[src/rtl/lcd_pkg.sv]
// Shared types, init ROM and timing-counter width for the HD44780 write-only sequencer.
`timescale 1ns/1ps
package lcd_pkg;

  localparam int LCD_CNT_W    = 20;
  localparam int LCD_INIT_LEN = 4;

  localparam logic [7:0] LCD_FUNC_SET = 8'h38;
  localparam logic [7:0] LCD_DISP_ON  = 8'h0C;
  localparam logic [7:0] LCD_CLEAR    = 8'h01;
  localparam logic [7:0] LCD_ENTRY    = 8'h06;

  typedef enum logic [2:0] {
    ST_PWR,
    ST_SETUP,
    ST_EHI,
    ST_HOLD,
    ST_WAIT,
    ST_IDLE
  } lcd_state_t;

  // One bus write: register select plus the byte on DB[7:0].
  typedef struct packed {
    logic       rs;
    logic [7:0] dat;
  } lcd_byte_t;

  function automatic lcd_byte_t lcd_init_rom(input logic [1:0] idx);
    lcd_byte_t b;
    b.rs  = 1'b0;
    b.dat = LCD_FUNC_SET;
    case (idx)
      2'd0: b.dat = LCD_FUNC_SET;
      2'd1: b.dat = LCD_DISP_ON;
      2'd2: b.dat = LCD_CLEAR;
      2'd3: b.dat = LCD_ENTRY;
      default: b.dat = LCD_FUNC_SET;
    endcase
    return b;
  endfunction

  // Clear (0x01) and Home (0x02/0x03) are the only slow instructions.
  function automatic logic lcd_is_long(input lcd_byte_t b);
    return !b.rs && (b.dat[7:2] == 6'd0);
  endfunction

endpackage

[src/rtl/lcd_ctrl.sv]
// HD44780 8-bit write sequencer: power-up wait, 4-byte init, then user writes via valid/ready.
// req_ready returns 2+E_CYC+delay cycles after a transfer; no queueing, requester holds req_valid.
`timescale 1ns/1ps
module lcd_ctrl
  import lcd_pkg::*;
#(
  parameter int POWERUP_CYC = 750000,
  parameter int E_CYC       = 12,
  parameter int SHORT_CYC   = 2000,
  parameter int LONG_CYC    = 82000
) (
  input  logic       clk,
  input  logic       rst,
  input  logic       req_valid,
  input  logic       req_rs,
  input  logic [7:0] req_data,
  output logic       req_ready,
  output logic       init_done,
  output logic [7:0] lcd_db,
  output logic       lcd_rs,
  output logic       lcd_rw,
  output logic       lcd_e
);

  localparam logic [LCD_CNT_W-1:0] PWR_LOAD   = LCD_CNT_W'(POWERUP_CYC - 1);
  localparam logic [LCD_CNT_W-1:0] E_LOAD     = LCD_CNT_W'(E_CYC - 1);
  localparam logic [LCD_CNT_W-1:0] SHORT_LOAD = LCD_CNT_W'(SHORT_CYC - 1);
  localparam logic [LCD_CNT_W-1:0] LONG_LOAD  = LCD_CNT_W'(LONG_CYC - 1);
  localparam logic [1:0]           INIT_LAST  = 2'(LCD_INIT_LEN - 1);

  lcd_state_t           state;
  logic [LCD_CNT_W-1:0] cnt;
  logic [1:0]           init_idx;
  logic [1:0]           init_nxt;
  logic                 cnt_zero;
  lcd_byte_t            cur;

  assign cnt_zero = (cnt == '0);
  assign init_nxt = init_idx + 2'd1;
  assign lcd_db   = cur.dat;
  assign lcd_rs   = cur.rs;
  assign lcd_rw   = 1'b0;

  // One down-counter times power-up, the E pulse and the execution wait.
  always_ff @(posedge clk) begin
    if (rst) begin
      state     <= ST_PWR;
      cnt       <= PWR_LOAD;
      init_idx  <= '0;
      init_done <= 1'b0;
      req_ready <= 1'b0;
      lcd_e     <= 1'b0;
      cur       <= '0;
    end else begin
      case (state)
        ST_PWR: begin
          if (cnt_zero) begin
            state    <= ST_SETUP;
            init_idx <= '0;
            cur      <= lcd_init_rom(2'd0);
          end else begin
            cnt <= cnt - 1'b1;
          end
        end
        ST_SETUP: begin
          state <= ST_EHI;
          lcd_e <= 1'b1;
          cnt   <= E_LOAD;
        end
        ST_EHI: begin
          if (cnt_zero) begin
            state <= ST_HOLD;
            lcd_e <= 1'b0;
          end else begin
            cnt <= cnt - 1'b1;
          end
        end
        ST_HOLD: begin
          state <= ST_WAIT;
          cnt   <= lcd_is_long(cur) ? LONG_LOAD : SHORT_LOAD;
        end
        ST_WAIT: begin
          if (cnt_zero) begin
            if (!init_done && init_idx != INIT_LAST) begin
              state    <= ST_SETUP;
              init_idx <= init_nxt;
              cur      <= lcd_init_rom(init_nxt);
            end else begin
              state     <= ST_IDLE;
              init_done <= 1'b1;
              req_ready <= 1'b1;
            end
          end else begin
            cnt <= cnt - 1'b1;
          end
        end
        ST_IDLE: begin
          if (req_valid) begin
            state     <= ST_SETUP;
            req_ready <= 1'b0;
            cur.rs    <= req_rs;
            cur.dat   <= req_data;
          end
        end
        default: begin
          state <= ST_PWR;
          cnt   <= PWR_LOAD;
        end
      endcase
    end
  end

endmodule

[config.mk]
export PLATFORM = sky130hd
export DESIGN_NAME = lcd_ctrl
export DESIGN_NICKNAME = d
export VERILOG_FILES = /design/src/rtl/lcd_pkg.sv /design/src/rtl/lcd_ctrl.sv
export SDC_FILE = /design/constraint.sdc
export NUM_CORES = 1
export LEC_CHECK = 0
export CORE_MARGIN = 2
export CORE_UTILIZATION = 35
export CTS_CLUSTER_DIAMETER = 100
export CTS_CLUSTER_SIZE = 8
export DETAILED_ROUTE_END_ITERATION = 8
export GPL_TIMING_DRIVEN = 0
export HOLD_SLACK_MARGIN = 0.03
export PLACE_DENSITY_LB_ADDON = 0.05
export SLEW_MARGIN = 20
export SYNTH_ARGS = -nofsm -noshare
export SYNTH_HDL_FRONTEND = slang
export SYNTH_SLANG_ARGS = --single-unit
[constraint.sdc]
create_clock -name clk -period 3.8 [get_ports clk]
set_input_delay 0.57 -clock clk [delete_from_list [all_inputs] [get_ports clk]]
set_output_delay 0.57 -clock clk [all_outputs]
set_load 0.01 [all_outputs]
# Word level (Yosys, flattened, before mapping)
# Index checks and enable logic that the tools add are counted.
word_totals:
  ff_bits: 37
  latch_bits: 0
  ram_bits: 0
  mem_bits_ro: 0
  out_inout_bits: 13
  wordCells: 73
  n_memories: 0
classes:
  n_addsub: 2
  multipliers: 0
  div_mod_pow: 0
  order_cmp: 0
  eq_ne: 16
  shift: 0
  muxes: 25
  bitwise_logic: 2
  reduce_logical: 20
ops:
  columns: ["cell", "n"]
  rows:
  - ["20-bit case mux with 4 select lines", 1]
  - ["9-bit two-way mux", 4]
  - ["8-bit case mux with 4 select lines", 1]
  - ["9-bit case mux with 3 select lines", 1]
  - ["20-bit zero test", 1]
  - ["20-bit two-way mux", 1]
  - ["20-bit by 1-bit subtractor with 20-bit output (second input constant)", 1]
  - ["3-bit case mux with 6 select lines", 1]
  - ["17-bit two-way mux", 1]
  - ["2-bit != test (second input constant)", 8]
  - ["3-bit two-way mux", 5]
  - ["4-bit AND reduction", 3]
  - ["3-bit by 2-bit == test with 1-bit output (second input constant)", 2]
  - ["3-bit == test (second input constant)", 2]
  - ["6-bit zero test", 1]
  - ["2-bit two-way mux", 3]
  - ["2-bit nonzero test", 3]
  - ["5-bit AND reduction", 1]
  - ["2-bit == test (second input constant)", 2]
  - ["1-bit two-way mux", 4]
  - ["1-bit case mux with 2 select lines", 2]
  - ["2-bit case mux with 2 select lines", 1]
  - ["2-bit AND reduction", 2]
  - ["3-bit by 1-bit == test with 1-bit output (second input constant)", 1]
  - ["other kinds (10)", 13]

# Depth between registers and ports, before layout
# Gate-level depths: netlist (run 1).
depth:
  depth_word: 6
  depth_mapped: 7
  mapped_depth_nobuf: 6

# Least setup slack after synthesis (run 1)
# Ideal clock, no wire load.
synth_path:
  kind: "register -> register"
  startpoint: "reg cnt[11]"
  endpoint: "reg req_ready"
  setup_time_ns: 0.079
  t_arrival_ns: 2.403
  setup_slack_ns: 1.317
  path_stages_with_launch: 7
  synth_period_minus_slack_ns: 2.483
  path_cell_list: "dfxtp_1 > or4_4 > or3_1 > buf_2 > or3_4 > or4_4 > a211oi_2"
synth_via:
  elab_chain_cells: 3
synth_lines:
  columns: ["item", "line", "text"]
  rows:
  - ["start: declaration", "lcd_ctrl.sv:32", "logic [LCD_CNT_W-1:0] cnt;"]
  - ["start signal: assignment", "lcd_ctrl.sv:62", "cnt <= cnt - 1'b1;"]
  - ["start signal: assignment", "lcd_ctrl.sv:75", "cnt <= cnt - 1'b1;"]
  - ["start signal: assignment", "lcd_ctrl.sv:80", "cnt <= lcd_is_long(cur) ? LONG_LOAD : SHORT_LOAD;"]
  - ["20-bit zero test", "lcd_ctrl.sv:38", "assign cnt_zero = (cnt == '0);"]
  - ["2-bit != test (no line)", null, null]
  - ["4-bit AND reduction (no line)", null, null]
  - ["end signal: assignment", "lcd_ctrl.sv:51", "req_ready <= 1'b0;"]
  - ["end signal: assignment", "lcd_ctrl.sv:91", "req_ready <= 1'b1;"]
  - ["end signal: assignment", "lcd_ctrl.sv:100", "req_ready <= 1'b0;"]
  - ["end: declaration", "lcd_ctrl.sv:17", "output logic req_ready,"]
# Every way passes these cells.
# A chain may end at the register's enable or synchronous reset.

# Final worst setup path (run 1)
layout_path:
  startpoint: "reg cnt[4]"
  endpoint: "reg init_idx[0]"
layout_via:
  elab_chain_cells: 3
  elab_cells_between_ends: 4
layout_lines:
  columns: ["item", "line", "text"]
  rows:
  - ["20-bit zero test *", "lcd_ctrl.sv:38", null]
  - ["2-bit != test (no line)", null, null]
  - ["4-bit AND reduction (no line) *", null, null]
  - ["end signal: assignment", "lcd_ctrl.sv:86", "init_idx <= init_nxt;"]
  - ["end: declaration", "lcd_ctrl.sv:33", "logic [1:0] init_idx;"]
# Mark *: on every way between the ends. The rest lies on a longest branch, timed or not.

==> flow_metrics.py, run 1 <==
metrics = {
    "floorplanning": {
        "coreArea_mm2": 0.00589,
        "num_io_pins": 25,
        "start_util_pct": 35.9,
        "fp-row-count": 28,
        "dieHeight_um": 81.7,
        "die_w_um": 81.7,
        "die-area_mm2": 0.00667,
    },
    "global_routing": {
        "track_usage_pct": 19.8,
        "antenna_found_initial": 0,
        "grt_pass1_vias": 2006,
        "gr-total-overflow": 0,
        "grt_pass1_wl_mm": 10.1,
        "grt_max_degree": 11,
    },
    "sta": {
        "fin_ws_ns": 0.805,
        "hold_slack_ns": 0.469,
        "maxSlewHeadroom_pct": 42.4,
        "skew_ns": 0.00517,
        "final.setup.tns_ns": 0,
        "tightest_slew_ns": 0.857,
        "finalSetupViolations": 0,
        "post-route-min-period_ns": 2.99,
        "post-route-period-util_pct": 78.8,
        "slew_violations": 0,
        "finalHoldViolCount": 0,
        "rsz0062_at_grt": "false",
        "fmax_ghz": 0.334,
    },
    "setup_path": {
        "required_ns": 4.02,
        "cp_max_fo": 10,
        "cpMaxStageDelayCell": "nor3_1",
        "reg2reg_depth": 6,
        "crit_top_cell": "nand4_1",
        "critPathCaptureType": "flop",
        "r2r_slack_ns": 0.81,
        "cp_data_arrival_time_ns": 3.21,
        "reg2reg_to": "init_idx[0]",
        "path_class": "reg -> reg",
        "crit_path_max_incr_delay_ns": 0.74,
        "start_kind": "flop",
        "worstReg2RegStart": "cnt[4]",
        "worstPathCellList": "nor4_1 -> nand4_1 -> clkbuf_1 -> nor3_1 -> nand4_1 -> a31oi_1",
    },
    "synth": {
        "synth_top_flop_cell": "dfxtp_1",
        "avgSynthCellArea_um2": 7.91,
        "syn-num-nets": 284,
        "yosys.area.top_type": "dfxtp_1",
        "synthesis.area_mm2": 0.00211,
        "yosysTopAreaCellShare_pct": 35.1,
        "ys_ff_latch": 37,
        "async_flop_share_pct": 0,
        "synth_seq_area_share_pct": 35.1,
        "netlist_top_cells_area": "dfxtp_1 35%, o21ai_0 6.4%, a21oi_1 5.5%",
        "synth_edf_count": 0,
        "yosysUniqueCellTypes": 48,
        "syn_inst": 267,
        "synth_warnings": 0,
    },
    "finish": {
        "final_common_cell": "dfxtp_1",
        "nFillCells": 621,
        "antenna_cells": 0,
        "final_cell_mix": "37 x dfxtp_1, 27 x o21ai_0, 23 x a21oi_1, 23 x clkdlybuf4s50_1, 20 x nor2_1",
        "drive_gt1_share_pct": 5.70,
        "syn2layout_area_growth_pct": 19.1,
        "fin_nets": 314,
    },
    "placement": {
        "place.gp.congestion": 0.835,
        "portBuffers": 23,
        "place.detailed.hpwl_mm": 4.52,
        "pre_cts_ws_ns": 0.920,
    },
    "hold_path": {
        "min_to": "req_ready",
        "hold_depth": 2,
        "hold_path_class": "reg -> reg",
        "worstHoldStart": "req_ready",
    },
    "clock_tree": {
        "clk_latency_ns": 0.29,
        "clk_path_buf_depth": 2,
        "htree_levels": 2,
        "cts_made_buffers": 5,
        "post_cts_resized": 0,
        "clk_pin_slew_ns": 0.07,
        "cts_num_sinks": 37,
        "cts_setup_buffers": 0,
        "holdBufCountCts": 0,
        "cts_tree": "done",
        "clockRootBuffer": "clkbuf_8",
    },
    "route": {
        "vias": 2059,
        "drt_first_pass_iters": 4,
        "via_per_inst": 5.52,
        "wire_per_inst_um": 16.4,
        "ant_nets": 0,
        "drc": 0,
        "drt-total-wl_mm": 6.11,
        "drt_iter0_markers": 120,
    },
    "outcome": {
        "run_status": "complete, no violations",
    },
    "power_and_ir_drop": {
        "max-vdd-ir-drop_mv": 0.115,
        "p_per_area_mw_per_mm2": 278,
        "power.leakage_uw": 0.000812,
    },
    "flow_run": {
        "max_cap_viol_count": 0,
    },
}
[per-layer routing]
layer	share of wire [%]	vias to the layer above	global-route usage [%]
met1	48	961	26.3
met2	48	35	33.4
met5	0	-	0
met3	3.5	4	3.52
met4	0.70	0	4.33
li1	-	1059	-
[cell usage after synthesis (2+ instances only)]
cell / n
a311oi_1: 4
or4_4: 2
ha_1: 5
inv_1: 8
o31ai_1: 6
nand2_1: 16
nor2b_1: 6
nand3_1: 8
nor4_1: 6
a21o_1: 2
a211oi_1: 4
nand2b_1: 3
clkbuf_1: 12
or4_1: 2
buf_2: 2
buf_1: 3
a31oi_1: 4
xnor2_1: 2
and2_1: 3
o2bb2ai_1: 2
a21oi_1: 23
nor2_1: 20
nor3_1: 8
a221o_1: 6
mux2i_1: 3
a211o_1: 2
and3_1: 2
o31a_1: 2
o21bai_1: 2
o21ai_0: 27
nand4_1: 11
o21a_1: 4
dfxtp_1: 37
or3_1: 4
or2_2: 2
mux2_2: 2
[power by group]
part	leakage [uW]	switching [uW]	internal [uW]
combinational	0.000474	15.1	16.8
clock	0.0000395	144	131
sequential	0.000299	2.69	390
[kinds of logic (layout without fill, tap and decap cells)]
family / count (synthesis) / count (layout) / share of synthesized area, %
AO/OA/AOI/OAI: 92 / 92 / 28.3
XOR/XNOR: 2 / 2 / 0.830
adder cells (fa/ha/maj): 5 / 5 / 2.96
buffers and inverters: 27 / 58 / 5.09
flip-flops: 37 / 37 / 35.1
multiplexers: 5 / 5 / 2.49
other: 1 / 1 / 0.178
AND/OR/NAND/NOR: 98 / 98 / 25.1
[sequential cells by signal, summed over array words and instances, names as in the netlist]
name,cells
cnt,20
init_done,1
init_idx,2
lcd_db,8
lcd_e,1
lcd_rs,1
req_ready,1
state,3
[critical path, delay by kind of cell (launching register included)]
kind                   cells  cell delay, ns
AOI/OAI and AO/OA          1            0.21
buffers and inverters      1            0.33
and+or+nand+nor            4            2.05
DFF                        1            0.34
[stage by stage]
stage	cell area, um2	util (%)	std cells	power [uW]
after detailed placement	2440	41.4	365	434
after floorplan	2110	-	267	416
after CTS	2520	42.8	373	706
after global routing	2520	42.8	373	724
after global placement	2440	41.4	365	434
final	2520	42.8	373	699
[final cells by class]
type	instances	area (um2)	area share [%]
Multi-Input combinational cell	203	1260	50.2
Sequential cell	37	741	29.4
Timing Repair Buffer	23	230	9.15
Clock buffer	8	80.1	3.18
Inverter	9	33.8	1.34
Buffer	18	73.8	2.93
Tap cell	75	93.8	3.73
[how the worst max path moves through the flow]
stage	to	from	cells past startpoint	slack [ns]
2_1_floorplan	req_ready	cnt[11]	6	1.32
3_3_place_gp	init_idx[0]	cnt[4]	6	0.94
3_5_place_dp	init_idx[0]	cnt[4]	6	0.92
4_1_cts	init_idx[0]	cnt[4]	6	0.89
5_1_grt	init_idx[0]	cnt[4]	6	0.59
6_report	init_idx[0]	cnt[4]	6	0.81
Note: power is estimated with default switching activity, not from simulation.
==> run 2, diff against run 1 <==
- clock period: 3.8 -> 2.5 ns (I/O delays scaled with it)
==> run 2 against run 1 <==
  * Register-to-register slack worse by 0.73 ns
  * Sequential power is 52% higher
  * Wire length is 1.2% higher
  * Utilization is 1.6 points higher
==> flow_metrics.py, run 2 (same netlist as run 1, synthesis figures left out) <==
metrics = {
    "route": {
        "drc": 0,
        "drt_first_pass_iters": 4,
        "ant_nets": 0,
        "vias": 2111,
        "wire_per_inst_um": 16.4,
        "drt_iter0_markers": 133,
        "drt-total-wl_mm": 6.19,
        "via_per_inst": 5.58,
    },
    "hold_path": {
        "hold_path_class": "reg -> reg",
        "worstHoldStart": "req_ready",
    },
    "clock_tree": {
        "htree_levels": 2,
        "clockRootBuffer": "clkbuf_8",
        "cts_num_sinks": 37,
        "clk_path_buf_depth": 2,
        "cts_made_buffers": 5,
        "clk_pin_slew_ns": 0.08,
        "cts_tree": "done",
        "holdBufCountCts": 0,
        "clk_latency_ns": 0.29,
    },
    "setup_path": {
        "cp_data_arrival_time_ns": 2.64,
        "path_class": "reg -> reg",
        "start_kind": "flop",
        "crit_top_cell": "or4_4",
        "cp_max_fo": 6,
        "worstReg2RegStart": "cnt[12]",
        "startpoint": "cnt[12]",
        "crit_family": "simple AND/OR/NAND/NOR gates",
        "worstPathCellList": "or4_4 -> or3_1 -> buf_6 -> or3_4 -> or4_4 -> a211oi_2",
        "crit_path_max_incr_delay_ns": 0.52,
        "path_buf_inv": 1,
        "critPathCaptureType": "flop",
        "cpMaxStageDelayCell": "or4_4",
        "required_ns": 2.71,
    },
    "global_routing": {
        "gr-total-overflow": 0,
        "met2_usage_pct": 33.8,
        "grt_pass1_wl_mm": 10.2,
        "antenna_found_initial": 0,
        "grt-busiest-layer": "met2",
        "grt_pass1_vias": 2022,
        "track_usage_pct": 20.0,
        "grt_max_degree": 11,
        "gr-usage-met3_pct": 3.52,
        "use_met1_pct": 26.8,
    },
    "placement": {
        "place.detailed.hpwl_mm": 4.52,
        "portBuffers": 23,
        "place.gp.congestion": 0.835,
    },
    "outcome": {
        "run_status": "complete, no violations",
    },
    "finish": {
        "drive_gt1_share_pct": 10.6,
        "antenna_cells": 0,
        "fin_util_pct": 44.3,
        "largest_register_ffs": 20,
        "final_common_cell": "dfxtp_1",
        "final_cell_mix": "34 x dfxtp_1, 26 x o21ai_0, 23 x clkdlybuf4s50_1",
        "syn2layout_area_growth_pct": 23.5,
        "fin_nets": 319,
        "largest-register": "cnt",
    },
    "sta": {
        "slew_violations": 0,
        "post-route-min-period_ns": 2.43,
        "tightest_slew_ns": 0.670,
        "post-route-period-util_pct": 97.1,
        "finalHoldViolCount": 0,
        "skew_ns": 0.00477,
        "hold_slack_ns": 0.477,
        "maxSlewHeadroom_pct": 54.9,
        "final.setup.tns_ns": 0,
        "finalSetupViolations": 0,
        "fmax_ghz": 0.412,
    },
    "power_and_ir_drop": {
        "p_per_area_mw_per_mm2": 408,
        "power.leakage_uw": 0.000840,
        "max-vdd-ir-drop_mv": 0.174,
    },
    "floorplanning": {
        "num_io_pins": 25,
        "coreArea_mm2": 0.00589,
        "fp-row-count": 28,
        "dieHeight_um": 81.7,
        "die_w_um": 81.7,
        "die-area_mm2": 0.00667,
        "start_util_pct": 35.9,
    },
    "flow_run": {
        "max_cap_viol_count": 0,
    },
}
run 2: routing by layer:
metal	wire length [um]	vias up
met2	2940	38
met5	0	-
met4	47	0
met1	2980	1000
met3	219	4
li1	-	1069
run 2: power breakdown:
group          internal (uW)  switching [uW]  leakage, uW  total [uW]
sequential               593            4.58     0.000299         597
combinational           25.5            23.2     0.000502        48.7
clock                    198             218    0.0000395         417
run 2: final timing paths:
path,slack [ns],cells after the start,endpoint
hold reg to reg,0.48,2,req_ready
setup reg to reg,0.07,6,req_ready
hold / removal,0.48,2,req_ready
setup / recovery,0.07,6,req_ready
run 2: through the flow:
| stage | instance area (um2) | total power (uW) | cells | worst slack [ns] |
|---|---|---|---|---|
| 3_3_place_gp | 2440 | 660 | 365 | -0.356 |
| 4_1_cts | 2560 | 1070 | 375 | 0.00542 |
| 6_report | 2610 | 1060 | 378 | 0.0722 |
| 2_1_floorplan | 2110 | 632 | 267 | 0.0172 |
| 5_1_grt | 2610 | 1100 | 378 | -0.0136 |
| 3_5_place_dp | 2440 | 660 | 365 | -0.380 |
run 2: layout make-up:
type | count | area (um2)
Fill cell | 615 | 3280
Multi-Input combinational cell | 203 | 1300
Sequential cell | 37 | 744
Timing Repair Buffer | 28 | 268
Tap cell | 75 | 93.8
Buffer | 18 | 83.8
Clock buffer | 8 | 80.1
Inverter | 9 | 33.8
run 2: timing repair:
action                                  CTS  global route
buffers inserted                          2             3
endpoints found under the setup margin   24            24
resized for setup                         7             9
pin swaps                                 2             4
run 2: tightest hold or removal path, stage by stage (launching register included):
cell and delay (ns):
dfxtp_1 0.31, inv_1 0.06, a211oi_2 0.06
